File: src/rtl/pol_add_sub_ctrl_if.sv
// Bundle of the start/busy/done handshake, operand RAM read port, datapath
// drive/return and result RAM write port used by pol_add_sub_ctrl.
// The controller connects through the slave modport; the scheduler,
// memories and datapath side connect through master.
interface pol_add_sub_ctrl_if #(
    parameter int unsigned AW = 8
);
    logic           start;
    logic [2:0]     op;
    logic           stall;
    logic           busy;
    logic           done;
    logic           reject;
    logic           rd_en;
    logic [AW-1:0]  rd_addr;
    logic [15:0]    a_data;
    logic [15:0]    b_data;
    logic [15:0]    dp_pol_1;
    logic [15:0]    dp_pol_2;
    logic [2:0]     dp_control;
    logic           dp_enable;
    logic [15:0]    dp_out;
    logic           wr_en;
    logic [AW-1:0]  wr_addr;
    logic [15:0]    wr_data;
    logic           err;

    modport slave (
        input  start, op, stall, a_data, b_data, dp_out,
        output busy, done, reject, rd_en, rd_addr,
               dp_pol_1, dp_pol_2, dp_control, dp_enable,
               wr_en, wr_addr, wr_data, err
    );

    modport master (
        output start, op, stall, a_data, b_data, dp_out,
        input  busy, done, reject, rd_en, rd_addr,
               dp_pol_1, dp_pol_2, dp_control, dp_enable,
               wr_en, wr_addr, wr_data, err
    );
endinterface

File: src/rtl/pol_add_sub_ctrl.sv
// Sequencer streaming an N-coefficient polynomial pair through the
// Pol_add_sub datapath, one coefficient per cycle, with a two-stage
// read -> datapath -> write pipeline and a start/busy/done handshake.
// Optional build macro POL_ADD_SUB_CTRL_CHECK_EN adds a sticky range
// check of the operands against MODULUS; without it err is tied low.
module pol_add_sub_ctrl #(
    parameter int unsigned N       = 256,
    parameter int unsigned AW      = 8,
    parameter logic [15:0] MODULUS = 16'h1e01
) (
    input logic               clk,
    input logic               rst,
    pol_add_sub_ctrl_if.slave bus
);

    typedef enum logic [1:0] {
        S_IDLE,
        S_RUN,
        S_DRAIN,
        S_DONE
    } state_t;

    localparam logic [AW-1:0] LAST_IDX = AW'(N - 1);

    state_t         state;
    logic [AW-1:0]  cnt;
    logic [2:0]     op_q;
    logic           busy_q;
    logic           done_q;
    logic           reject_q;

    // stage 1: coefficient at the RAM outputs / datapath inputs
    logic           v1;
    logic [AW-1:0]  a1;
    // stage 2: registered datapath result at the write port
    logic           v2;
    logic [AW-1:0]  wr_addr_q;
    logic [15:0]    wr_data_q;

    logic           accept;
    logic           issue;

    assign accept = (state == S_IDLE) && bus.start && bus.op[2];
    assign issue  = (state == S_RUN) && !bus.stall;

    // Control FSM: accept/reject requests, walk the read counter, wait for drain
    always_ff @(posedge clk) begin
        if (rst) begin
            state    <= S_IDLE;
            cnt      <= '0;
            op_q     <= '0;
            busy_q   <= 1'b0;
            done_q   <= 1'b0;
            reject_q <= 1'b0;
        end else begin
            done_q   <= 1'b0;
            reject_q <= 1'b0;
            case (state)
                S_IDLE: begin
                    if (bus.start) begin
                        if (bus.op[2]) begin
                            op_q   <= bus.op;
                            cnt    <= '0;
                            busy_q <= 1'b1;
                            state  <= S_RUN;
                        end else begin
                            reject_q <= 1'b1;
                        end
                    end
                end
                S_RUN: begin
                    if (!bus.stall) begin
                        cnt <= cnt + AW'(1);
                        if (cnt == LAST_IDX) begin
                            state <= S_DRAIN;
                        end
                    end
                end
                S_DRAIN: begin
                    // stage 1 empty now means stage 2 holds the last write
                    if (!bus.stall && !v1) begin
                        state  <= S_DONE;
                        done_q <= 1'b1;
                    end
                end
                S_DONE: begin
                    busy_q <= 1'b0;
                    state  <= S_IDLE;
                end
                default: begin
                    state <= S_IDLE;
                end
            endcase
        end
    end

    // Two-stage pipeline; the whole pipe freezes while stall is high
    always_ff @(posedge clk) begin
        if (rst) begin
            v1        <= 1'b0;
            a1        <= '0;
            v2        <= 1'b0;
            wr_addr_q <= '0;
            wr_data_q <= '0;
        end else if (!bus.stall) begin
            v1        <= (state == S_RUN);
            a1        <= cnt;
            v2        <= v1;
            wr_addr_q <= a1;
            if (v1) begin
                wr_data_q <= bus.dp_out;
            end
        end
    end

`ifdef POL_ADD_SUB_CTRL_CHECK_EN
    logic err_q;

    // Sticky operand range flag, cleared by reset or the next accepted start
    always_ff @(posedge clk) begin
        if (rst) begin
            err_q <= 1'b0;
        end else if (accept) begin
            err_q <= 1'b0;
        end else if (v1 && ((bus.a_data >= MODULUS) || (bus.b_data >= MODULUS))) begin
            err_q <= 1'b1;
        end
    end

    assign bus.err = err_q;
`else
    logic unused_modulus;

    assign unused_modulus = ^MODULUS;
    assign bus.err        = 1'b0;
`endif

    // Strobes are masked by stall in the same cycle so a stalled beat is never
    // issued; the held beat goes out on the first cycle stall drops.
    assign bus.busy       = busy_q;
    assign bus.done       = done_q;
    assign bus.reject     = reject_q;
    assign bus.rd_en      = issue;
    assign bus.rd_addr    = cnt;
    assign bus.dp_enable  = v1;
    assign bus.dp_control = op_q;
    assign bus.dp_pol_1   = v1 ? bus.a_data : 16'h0000;
    assign bus.dp_pol_2   = v1 ? bus.b_data : 16'h0000;
    assign bus.wr_en      = v2 && !bus.stall;
    assign bus.wr_addr    = wr_addr_q;
    assign bus.wr_data    = wr_data_q;

endmodule

File: src/flat_wrapper.sv
// flat-port wrapper written by rule: the top's interface ports become plain ports
module pol_add_sub_ctrl_flat 
#(
    parameter int unsigned N       = 256,
    parameter int unsigned AW      = 8,
    parameter logic [15:0] MODULUS = 16'h1e01
)
  (clk, rst, bus_start, bus_op, bus_stall, bus_a_data, bus_b_data, bus_dp_out, bus_busy, bus_done, bus_reject, bus_rd_en, bus_rd_addr, bus_dp_pol_1, bus_dp_pol_2, bus_dp_control, bus_dp_enable, bus_wr_en, bus_wr_addr, bus_wr_data, bus_err);
  pol_add_sub_ctrl_if #(.AW(AW)) bus_i ();
  input logic clk;
  input logic rst;
  input wire logic [$bits(bus_i.start)-1:0] bus_start;
  input wire logic [$bits(bus_i.op)-1:0] bus_op;
  input wire logic [$bits(bus_i.stall)-1:0] bus_stall;
  input wire logic [$bits(bus_i.a_data)-1:0] bus_a_data;
  input wire logic [$bits(bus_i.b_data)-1:0] bus_b_data;
  input wire logic [$bits(bus_i.dp_out)-1:0] bus_dp_out;
  output wire logic [$bits(bus_i.busy)-1:0] bus_busy;
  output wire logic [$bits(bus_i.done)-1:0] bus_done;
  output wire logic [$bits(bus_i.reject)-1:0] bus_reject;
  output wire logic [$bits(bus_i.rd_en)-1:0] bus_rd_en;
  output wire logic [$bits(bus_i.rd_addr)-1:0] bus_rd_addr;
  output wire logic [$bits(bus_i.dp_pol_1)-1:0] bus_dp_pol_1;
  output wire logic [$bits(bus_i.dp_pol_2)-1:0] bus_dp_pol_2;
  output wire logic [$bits(bus_i.dp_control)-1:0] bus_dp_control;
  output wire logic [$bits(bus_i.dp_enable)-1:0] bus_dp_enable;
  output wire logic [$bits(bus_i.wr_en)-1:0] bus_wr_en;
  output wire logic [$bits(bus_i.wr_addr)-1:0] bus_wr_addr;
  output wire logic [$bits(bus_i.wr_data)-1:0] bus_wr_data;
  output wire logic [$bits(bus_i.err)-1:0] bus_err;
  assign bus_i.start = bus_start;
  assign bus_i.op = bus_op;
  assign bus_i.stall = bus_stall;
  assign bus_i.a_data = bus_a_data;
  assign bus_i.b_data = bus_b_data;
  assign bus_i.dp_out = bus_dp_out;
  assign bus_busy = bus_i.busy;
  assign bus_done = bus_i.done;
  assign bus_reject = bus_i.reject;
  assign bus_rd_en = bus_i.rd_en;
  assign bus_rd_addr = bus_i.rd_addr;
  assign bus_dp_pol_1 = bus_i.dp_pol_1;
  assign bus_dp_pol_2 = bus_i.dp_pol_2;
  assign bus_dp_control = bus_i.dp_control;
  assign bus_dp_enable = bus_i.dp_enable;
  assign bus_wr_en = bus_i.wr_en;
  assign bus_wr_addr = bus_i.wr_addr;
  assign bus_wr_data = bus_i.wr_data;
  assign bus_err = bus_i.err;
  pol_add_sub_ctrl #(.N(N), .AW(AW), .MODULUS(MODULUS)) u_core (.clk(clk), .rst(rst), .bus(bus_i));
endmodule
File: config.mk
export PLATFORM = sky130hd
export DESIGN_NAME = pol_add_sub_ctrl_flat
export DESIGN_NICKNAME = d
export VERILOG_FILES = /design/src/rtl/pol_add_sub_ctrl_if.sv /design/src/rtl/pol_add_sub_ctrl.sv /design/src/flat_wrapper.sv
export SDC_FILE = /design/constraint.sdc
export NUM_CORES = 1
export LEC_CHECK = 0
export BUFFER_PORTS_ARGS = -buffer_cell sky130_fd_sc_hd__buf_2
export CAP_MARGIN = 5
export CORE_AREA = 2 2 108 89
export CTS_CLUSTER_DIAMETER = 40
export DETAILED_ROUTE_END_ITERATION = 12
export DIE_AREA = 0 0 110 91
export SYNTH_ARGS = -nofsm -noshare
export SYNTH_HDL_FRONTEND = slang
export SYNTH_SLANG_ARGS = --single-unit
File: constraint.sdc
create_clock -name clk -period 4.9 [get_ports clk]
set_clock_uncertainty 0.2 [all_clocks]
set_input_delay 0.49 -clock clk [delete_from_list [all_inputs] [get_ports clk]]
set_output_delay 0.49 -clock clk [all_outputs]
set_load 0.02 [all_outputs]
Yosys cells after proc, flatten, opt, wreduce, memory -nomap -nowiden:

Cells that the tools add are included.

* bits in registers: 50
* input port bits: 55
* logic and storage cells: 57

* bitwise logic cells: 4
* reduce and logical (&&, ||, !) cells: 15
* add/sub/neg operators: 1
* multiplexer cells: 17
* eq/ne operators: 9

Operators by type and width (number)
* $mux 16: 2
* $mux 8: 3
* $pmux 8 s2: 1
* $mux 2: 5
* $add 8x1->8 const B: 1
* $eq 8x8->1 const B: 1
* $ne 2x2->1 const B: 4
* $pmux 2 s4: 1
* $reduce_and 3->1: 2
* $reduce_and 5->1: 1
* $eq 2x2->1 const B: 2
* $mux 1: 4
* $not 1->1: 4
* $reduce_and 4->1: 1
* $reduce_bool 2->1: 2
* $logic_and 1x1->1: 3
* $reduce_or 3->1: 1
* $eq 2x1->1 const B: 1
* $logic_not 1->1: 2
* $logic_not 2->1: 1
* $ne 2x1->1 const B: 1
* $pmux 1 s2: 1
* $reduce_and 2->1: 1
* $reduce_or 2->1: 1

Depth between registers and ports, before layout:

Gate-level depths: netlist of the first run.

* word-level depth: 4
* gate-level depth with buffers: 7
* gate-level depth less buffers: 6

Least setup slack after synthesis of the first run:

Ideal clock, no wire load.

* kind: register to register
* from: register u_core.state[0]
* to: register u_core.cnt[7], in the netlist u_core.bus.rd_addr[7]
* stages on the path, launching flop included: 8
* library setup time: 70 ps
* buffers on the path: 1
* slack: 3007 ps
* arrival: 1623 ps
* path through: dfxtp_1 -> inv_1 -> ha_1 -> a21bo_2 -> buf_4 -> o21ai_2 -> or4_1 -> a21oi_1

* cells in the longest elaborated chain, start to end: 3
* elaborated cells between the ends (all ways): 8
* those cells by class: eq/ne: 4; mux: 1; reduce/logical: 3

RTL lines
* from (decl): RTL line pol_add_sub_ctrl.sv:25 `state_t state;`
* from (signal assigned): RTL line pol_add_sub_ctrl.sv:49 `state <= S_IDLE;`
* from (signal assigned): RTL line pol_add_sub_ctrl.sv:65 `state <= S_RUN;`
* from (signal assigned): RTL line pol_add_sub_ctrl.sv:75 `state <= S_DRAIN;`
* $eq 2x1->1 or $logic_not 2->1 (tied branches): RTL line pol_add_sub_ctrl.sv:58 `case (state)`
* $ne 2x2->1 (no line) or $reduce_bool 2->1 (tied branches)
* $reduce_and 4->1 (no line)
* to (signal assigned): RTL line pol_add_sub_ctrl.sv:73 `cnt <= cnt + AW'(1);`
* to (decl): RTL line pol_add_sub_ctrl.sv:26 `logic [AW-1:0] cnt;`

Parallel ways exist; a longest one is shown, timed or not.
A chain may end at the register's enable or synchronous reset.

Worst setup path after layout of the first run:

* from: register u_core.v1, in the netlist u_core.bus.dp_enable
* to: register u_core.wr_data_q[4], in the netlist u_core.bus.wr_data[4]

* cells in the longest elaborated chain, start to end: 1

RTL lines
* from (decl): RTL line pol_add_sub_ctrl.sv:33 `logic v1;`
* from (signal assigned): RTL line pol_add_sub_ctrl.sv:106 `v1 <= (state == S_RUN);`
* $reduce_and 2->1 (no line)
* to (signal assigned): RTL line pol_add_sub_ctrl.sv:111 `wr_data_q <= bus.dp_out;`
* to (decl): RTL line pol_add_sub_ctrl.sv:38 `logic [15:0] wr_data_q;`

Every way passes these cells.

==> results of run 1 <==
flip-flops by register name (all words and copies together), names as in the netlist:
name and count:
u_core.bus.wr_data 16, u_core.a1 8, u_core.bus.rd_addr 8, u_core.bus.wr_addr 8
u_core.bus.dp_control 3, u_core.state 2, u_core.bus.busy 1, u_core.bus.done 1
u_core.bus.dp_enable 1, u_core.bus.reject 1, u_core.v2 1
cells in the final DEF, fill, tap and decap left out, types with 2 or more instances in the layout:
| cell type | count |
|---|---|
| buf_2 | 127 |
| dfxtp_1 | 50 |
| nand2_1 | 39 |
| and2_1 | 33 |
| nor2_1 | 26 |
| a21oi_1 | 25 |
| mux2i_1 | 18 |
| clkbuf_8 | 6 |
| ha_1 | 5 |
| inv_1 | 3 |
| nor2b_1 | 3 |
| o21ai_0 | 3 |
| o31ai_1 | 3 |
| xor2_1 | 3 |
| nand4_1 | 2 |
| nand3_1 | 2 |
| o2111ai_1 | 2 |
| or4_1 | 2 |
how the worst min path moves through the flow:
stage / from / end / slack (ns) / depth (start not counted)
detailed placement: u_core.bus.dp_control[2] / u_core.bus.dp_control[2] / 0.24 / 2
finish: bus_op[2] / u_core.bus.reject / 0.20 / 2
global route: bus_op[2] / u_core.bus.reject / 0.19 / 2
global placement: u_core.bus.dp_control[2] / u_core.bus.dp_control[2] / 0.23 / 2
CTS: bus_op[2] / u_core.bus.reject / 0.18 / 2
floorplan: u_core.v2 / u_core.v2 / 0.24 / 2
cell type report:
cell class	instances	area share, %
Inverter	3	0.3769
Sequential cell	50	33.50
Clock buffer	6	2.764
Clock inverter	1	1.005
Tap cell	115	4.816
Timing Repair Buffer	127	21.27
Multi-Input combinational cell	183	36.26
cell families after synthesis:
group	count (synthesis)	synth area share, %
mux	18	8.228
flops	50	45.71
buf+inv	22	4.800
xor+xnor	3	1.200
simple gates	117	26.51
fa+ha+maj	5	2.857
other cells	1	0.1713
compound gates	39	10.51
stage by stage:
stage,area [µm²],util (%)
2_1_floorplan,2190,-
3_3_place_gp,2875,32.37
3_5_place_dp,2875,32.37
4_1_cts,2988,33.64
5_1_grt,2988,33.64
6_report,2988,33.64
worst register-to-register path, stage by stage, from the launching register on:
cell	delay, ns
dfxtp_1	0.89
nor2b_1	0.92
nand2_1	0.14
a21oi_1	0.15
power groups by stage:
stage | Sequential, mW | Clock, mW | Combinational, mW
global route | 0.458 | 0.320 | 0.318
global placement | 0.461 | 0 | 0.282
floorplan | 0.469 | 0 | 0.200
detailed placement | 0.462 | 0 | 0.285
CTS | 0.453 | 0.310 | 0.287
finish | 0.452 | 0.294 | 0.283
layer usage:
| layer | vias up | wire length (µm) | track usage (%) |
|---|---|---|---|
| li1 | 1063 | - | - |
| met1 | 917 | 2415 | 12.87 |
| met2 | 69 | 2510 | 18.46 |
| met3 | 2 | 571 | 4.379 |
| met4 | 0 | 16 | 2.215 |
| met5 | - | 0 | 0 |
==> results.txt, run 1 <==
critical path arrival -> 2.39 ns
Filler Cells Inserted -> 951
worst hold path type -> input port to flip-flop
routability congestion estimate from global placement -> 0.7792
run status -> finished clean
count of final setup violators -> 0
Async S/R FF share, synth -> 0%
total gr overflow -> 0
1st-pass router iterations -> 4
Hold Fails Final Rpt -> 0
max_slew headroom -> 29.69%
power share of the combinational group -> 27.5%
Worst path depth -> 3
CTS Root Cell -> clkbuf_8
pre-CTS WS -> 2.449 ns
Distinct cells, synth -> 38
Final min period -> 2.372 ns
Yosys warnings -> 0
Worst Setup SP -> u_core.bus.dp_enable
Post-synth EDFFs -> 0
Max FO, Critical Path -> 38
TritonCTS buffer count -> 5
P_sw -> 328.0 µW
via/cell ratio -> 4.229
top post-synthesis cells by count -> 50 x dfxtp_1, 39 x nand2_1, 33 x and2_1, 26 x nor2_1, 25 x a21oi_1
Leak -> 1.484 nW
Multi-input gate area -> 1084 µm²
clk sinks -> 50
CP top delay family -> simple AND/OR/NAND/NOR gates
hpwl dp -> 4127 µm
max incr delay on CP -> 0.92 ns
global-route wire length before repair -> 8818 µm
clock-pin transition on the worst setup and hold timing paths -> 0.08 ns
Startpoint Class -> flip-flop
sequential share of power -> 43.9%
mapped cell area -> 2190 µm²
FF-to-FF path depth -> 3
synthesized instance count -> 255
starting DRC count in detailed routing -> 46
ys flop type -> dfxtp_1
site row count -> 31
DR vias -> 2051
Final ANT Viol Nets -> 0
worst reg2reg startpoint -> u_core.bus.dp_enable
hold_ws -> 0.1952 ns
internal power -> 700.6 µW
Die Y -> 91 µm
top cell type's share of synthesized area -> 45.71%
Register Area -> 1001 µm²
layout cell share with drive strength beyond 1 -> 37.03%
die area -> 10010 µm²
Worst-Skew Late Latency -> 0.29 ns
Buf/Inv on CP -> 0
crit path cell chain -> nor2b_1 > nand2_1 > a21oi_1
starting density of the core -> 24.65%
CP max stage cell -> nor2b_1
residual DRC count -> 0
placed cell count -> 478
VDD IR max -> 139.0 µV
largest net degree at the start of global routing -> 47
initial antenna violation count -> 0
Power Density -> 344.3 nW/µm²
wire per inst -> 11.37 µm
CP Class -> flip-flop to flip-flop
number of gates resized after cts -> 0
Final Power -> 1.029 mW
Antenna diodes -> 0
CP Capture Type -> flip-flop
clock share of power -> 28.6%
maxcap violations -> 0
GRT Overall Usage -> 10.90%
H-tree levels -> 2
CP Capture Point -> u_core.bus.wr_data[4]
CTS tree -> built
Setup WS post-layout -> 2.528 ns
Seq/Total Area, Yosys -> 45.71%
number of global-route vias before repair -> 1923
# Post-CTS Setup Buffers -> 0
syn_area_per_cell -> 8.587 µm²
I/O Buffers -> 127
CTS Buffer Depth -> 2
count leader, synth -> dfxtp_1
r2r endpoint -> u_core.bus.wr_data[4]
Worst Tran Pin Value -> 1.053 ns
Final period util -> 48.40%
CTS Hold Bufs -> 0
Final Max Slew Viols -> 0
IO Count -> 129
worst path required time -> 4.92 ns
RSZ-0062 raised after global routing -> false
Core Area -> 8882 µm²
FF-to-FF setup slack -> 2.53 ns
Layout area overhead -> 36.46%
fmax -> 421.7 MHz
Non-Filler Instances -> 485
Synth area leaders -> dfxtp_1 46%, and2_1 9.4%, mux2i_1 8.2%
Switching Fraction -> 31.89%
Nets -> 430
syn nets -> 315
Total Wirelength -> 5514 µm
die span in x -> 110 µm
setup TNS -> 0 ns
Synth Register Bits -> 50
area leader, netlist -> dfxtp_1
(Power assumes the default switching activity.)
==> run 2: changes to the inputs <==
--- a/config.mk
+++ b/config.mk
@@ -5,12 +5,13 @@
 export SDC_FILE = /design/constraint.sdc
 export NUM_CORES = 1
 export LEC_CHECK = 0
+export ABC_AREA = 1
 export BUFFER_PORTS_ARGS = -buffer_cell sky130_fd_sc_hd__buf_2
 export CAP_MARGIN = 5
-export CORE_AREA = 2 2 108 89
+export CORE_AREA = 2 2 109 90
 export CTS_CLUSTER_DIAMETER = 40
 export DETAILED_ROUTE_END_ITERATION = 12
-export DIE_AREA = 0 0 110 91
+export DIE_AREA = 0 0 111 92
 export SYNTH_ARGS = -nofsm -noshare
 export SYNTH_HDL_FRONTEND = slang
 export SYNTH_SLANG_ARGS = --single-unit
==> constraint.sdc (replaced) <==
create_clock -name clk -period 2.23 [get_ports clk]
set_clock_uncertainty 0.2 [all_clocks]
set_input_delay 0.223 -clock clk [delete_from_list [all_inputs] [get_ports clk]]
set_output_delay 0.223 -clock clk [all_outputs]
set_load 0.02 [all_outputs]
==> run 2 against run 1 <==
- non-clock buffer count is 20 higher
- combinational power grew to 3.0 times the previous value
- first-iteration DRC count grew to 2.9 times the previous value
- fmax rose by 31%
- clock power grew to 2.7 times the previous value
- area after synthesis up 1.4%
- largest cell class is now sequential cells
==> results.txt, run 2 <==
top post-synthesis cells by count -> 64 x nor2_1, 61 x nand2_1, 55 x inv_1, 50 x dfxtp_1, 34 x o21ai_0
setup TNS -> 0 ns
commonest non-fill, non-tap cell in the layout -> buf_2
Leak -> 1.884 nW
Async S/R FF share, synth -> 0%
1st-pass router iterations -> 4
DR vias -> 2347
CTS tree -> built
worst hold path cell count -> 3
site row count -> 32
CTS Root Cell -> clkbuf_16
maxcap violations -> 0
Distinct cells, synth -> 25
sequential share of power -> 38.4%
clock-pin transition on the worst setup and hold timing paths -> 0.07 ns
top cell type's share of synthesized area -> 45.10%
Antenna diodes -> 0
count leader, synth -> nor2_1
max FFs per register -> 16
Switching Fraction -> 35.49%
residual DRC count -> 0
Worst-Skew Late Latency -> 0.29 ns
initial antenna violation count -> 0
FF-to-FF path depth -> 7
global-route wire length before repair -> 10490 µm
Post-synth EDFFs -> 0
clock share of power -> 29.3%
synthesized instance count -> 325
Final Max Slew Viols -> 0
H-tree levels -> 2
IO Count -> 129
Synth Register Bits -> 50
die span in x -> 111 µm
routed length on met1 -> 3005 µm
max layer used -> met4
power share of the combinational group -> 32.3%
worst hold path type -> input port to flip-flop
commonest non-fill, non-tap cells in the layout -> 127 x buf_2, 64 x nor2_1, 61 x nand2_1, 55 x inv_1, 50 x dfxtp_1
max incr delay on CP -> 0.40 ns
CP Class -> flip-flop to flip-flop
critical path arrival -> 1.79 ns
via/cell ratio -> 4.012
GRT Overall Usage -> 12.64%
routed wl met3 -> 386 µm
Final ANT Viol Nets -> 0
largest net degree at the start of global routing -> 37
Core Area -> 9249 µm²
Startpoint Class -> flip-flop
number of global-route vias before repair -> 2206
Synth area leaders -> dfxtp_1 45%, nor2_1 11%, nand2_1 10%
Placement Cell Area -> 2963 µm²
final core occ -> 35.47%
Final Power -> 2.667 mW
Total Wirelength -> 6350 µm
Final min period -> 1.811 ns
CTS Buffer Depth -> 2
Setup WS post-layout -> 0.4192 ns
hpwl dp -> 4876 µm
worst path required time -> 2.21 ns
Power Density -> 812.9 nW/µm²
DR WL met2 -> 2880 µm
Final period util -> 81.20%
die area -> 10210 µm²
routability congestion estimate from global placement -> 0.7567
syn nets -> 385
Seq/Total Area, Yosys -> 45.10%
wire per inst -> 10.85 µm
Yosys warnings -> 0
Hold Fails Final Rpt -> 0
CP max stage cell -> nor2_1
RSZ-0062 raised after global routing -> false
Layout area overhead -> 47.80%
layout cell share with drive strength beyond 1 -> 31.55%
pre-CTS WS -> 0.3977 ns
ys flop type -> dfxtp_1
I/O Buffers -> 127
CP Capture Type -> flip-flop
crit path cell chain -> inv_1 > ha_1 > inv_1 > nor2_1 > a21oi_2 > o21ai_0 > a21oi_1
count of final setup violators -> 0
Worst path depth -> 7
# Post-CTS Setup Buffers -> 0
Die Y -> 92 µm
starting density of the core -> 24.00%
final instance area -> 3281 µm²
CP top delay family -> simple AND/OR/NAND/NOR gates
VDD IR max -> 373.2 µV
mapped cell area -> 2220 µm²
TritonCTS buffer count -> 5
starting DRC count in detailed routing -> 132
Buf/Inv on CP -> 2
area leader, netlist -> dfxtp_1
clk sinks -> 50
fmax -> 552.3 MHz
run status -> finished clean
internal power -> 1.720 mW
Nets -> 525
crit-path most repeated cell -> inv_1
syn_area_per_cell -> 6.830 µm²
P_sw -> 946.5 µW
total gr overflow -> 0
Max FO, Critical Path -> 6
run 2: cell count changes in the layout (fill, tap and decap cells not counted), sizes merged, moves of 6 or more:
cell         change
a21oi            -8
and2            -33
dlygate4sd3     +17
inv             +54
mux2i           -18
nand2           +26
nand3            +6
nor2            +40
o21ai           +31
run 2: power by group through the flow:
stage | registers (mW) | clock network, mW | logic (mW)
finish | 1.02 | 0.782 | 0.861
global route | 1.03 | 0.842 | 0.972
CTS | 1.02 | 0.802 | 0.868
detailed placement | 1.04 | 0 | 0.841
global placement | 1.04 | 0 | 0.827
floorplan | 1.11 | 0 | 0.522
run 2: area by class of cell:
cell class	instances	area (µm²)
inverter	57	214.0
sequential	50	1001
multi-input combinational	204	940.9
tap	119	148.9
fill	999	5968
timing repair buffer	147	828.3
clock inverter	1	5.005
clock buffer	7	142.6
run 2: cells by family after synthesis:
family	count (synthesis)	share of synthesized area [%]
DFF	50	45.10
adders and majority gates	5	2.818
other	1	0.1689
buffers and inverters	71	12.51
AOI/OAI and AO/OA	57	13.58
and+or+nand+nor	141	25.82
run 2: per-stage QoR:
step / hold slack [ns] / std cells
2_1_floorplan: 0.09985 / 325
3_3_place_gp: 0.2003 / 560
6_report: 0.002873 / 585
3_5_place_dp: 0.2080 / 560
5_1_grt: 0.02081 / 585
4_1_cts: 0.0001510 / 585
run 2: timing repair:
action / in CTS / in global routing
resized for setup: 0 / 0
endpoints found under the hold margin: 16 / 0
hold buffers: 17 / 0
run 2: worst reg2reg max path: cells and delay by family (launching register included):
| kind | cells | cell delay, ns |
|---|---|---|
| buffers and inverters | 2 | 0.17 |
| adder cells (fa/ha/maj) | 1 | 0.22 |
| flip-flops | 1 | 0.34 |
| AND/OR/NAND/NOR | 1 | 0.40 |
| AO/OA/AOI/OAI | 3 | 0.37 |
run 2: metal layers:
layer | GRT usage (%) | vias to the layer above
li1 | - | 1263
met1 | 17.51 | 1028
met2 | 19.48 | 48
met3 | 3.106 | 8
met4 | 3.750 | 0
met5 | 0 | -
run 2: final timing paths:
check	start	end	slack, ns
worst max register to register	u_core.state[0]	u_core.bus.rd_addr[3]	0.42
worst max-delay path	u_core.state[0]	u_core.bus.rd_addr[3]	0.42
worst min register to register	u_core.bus.dp_control[2]	u_core.bus.dp_control[2]	0.27
worst min-delay path	bus_dp_out[14]	u_core.bus.wr_data[14]	0.003
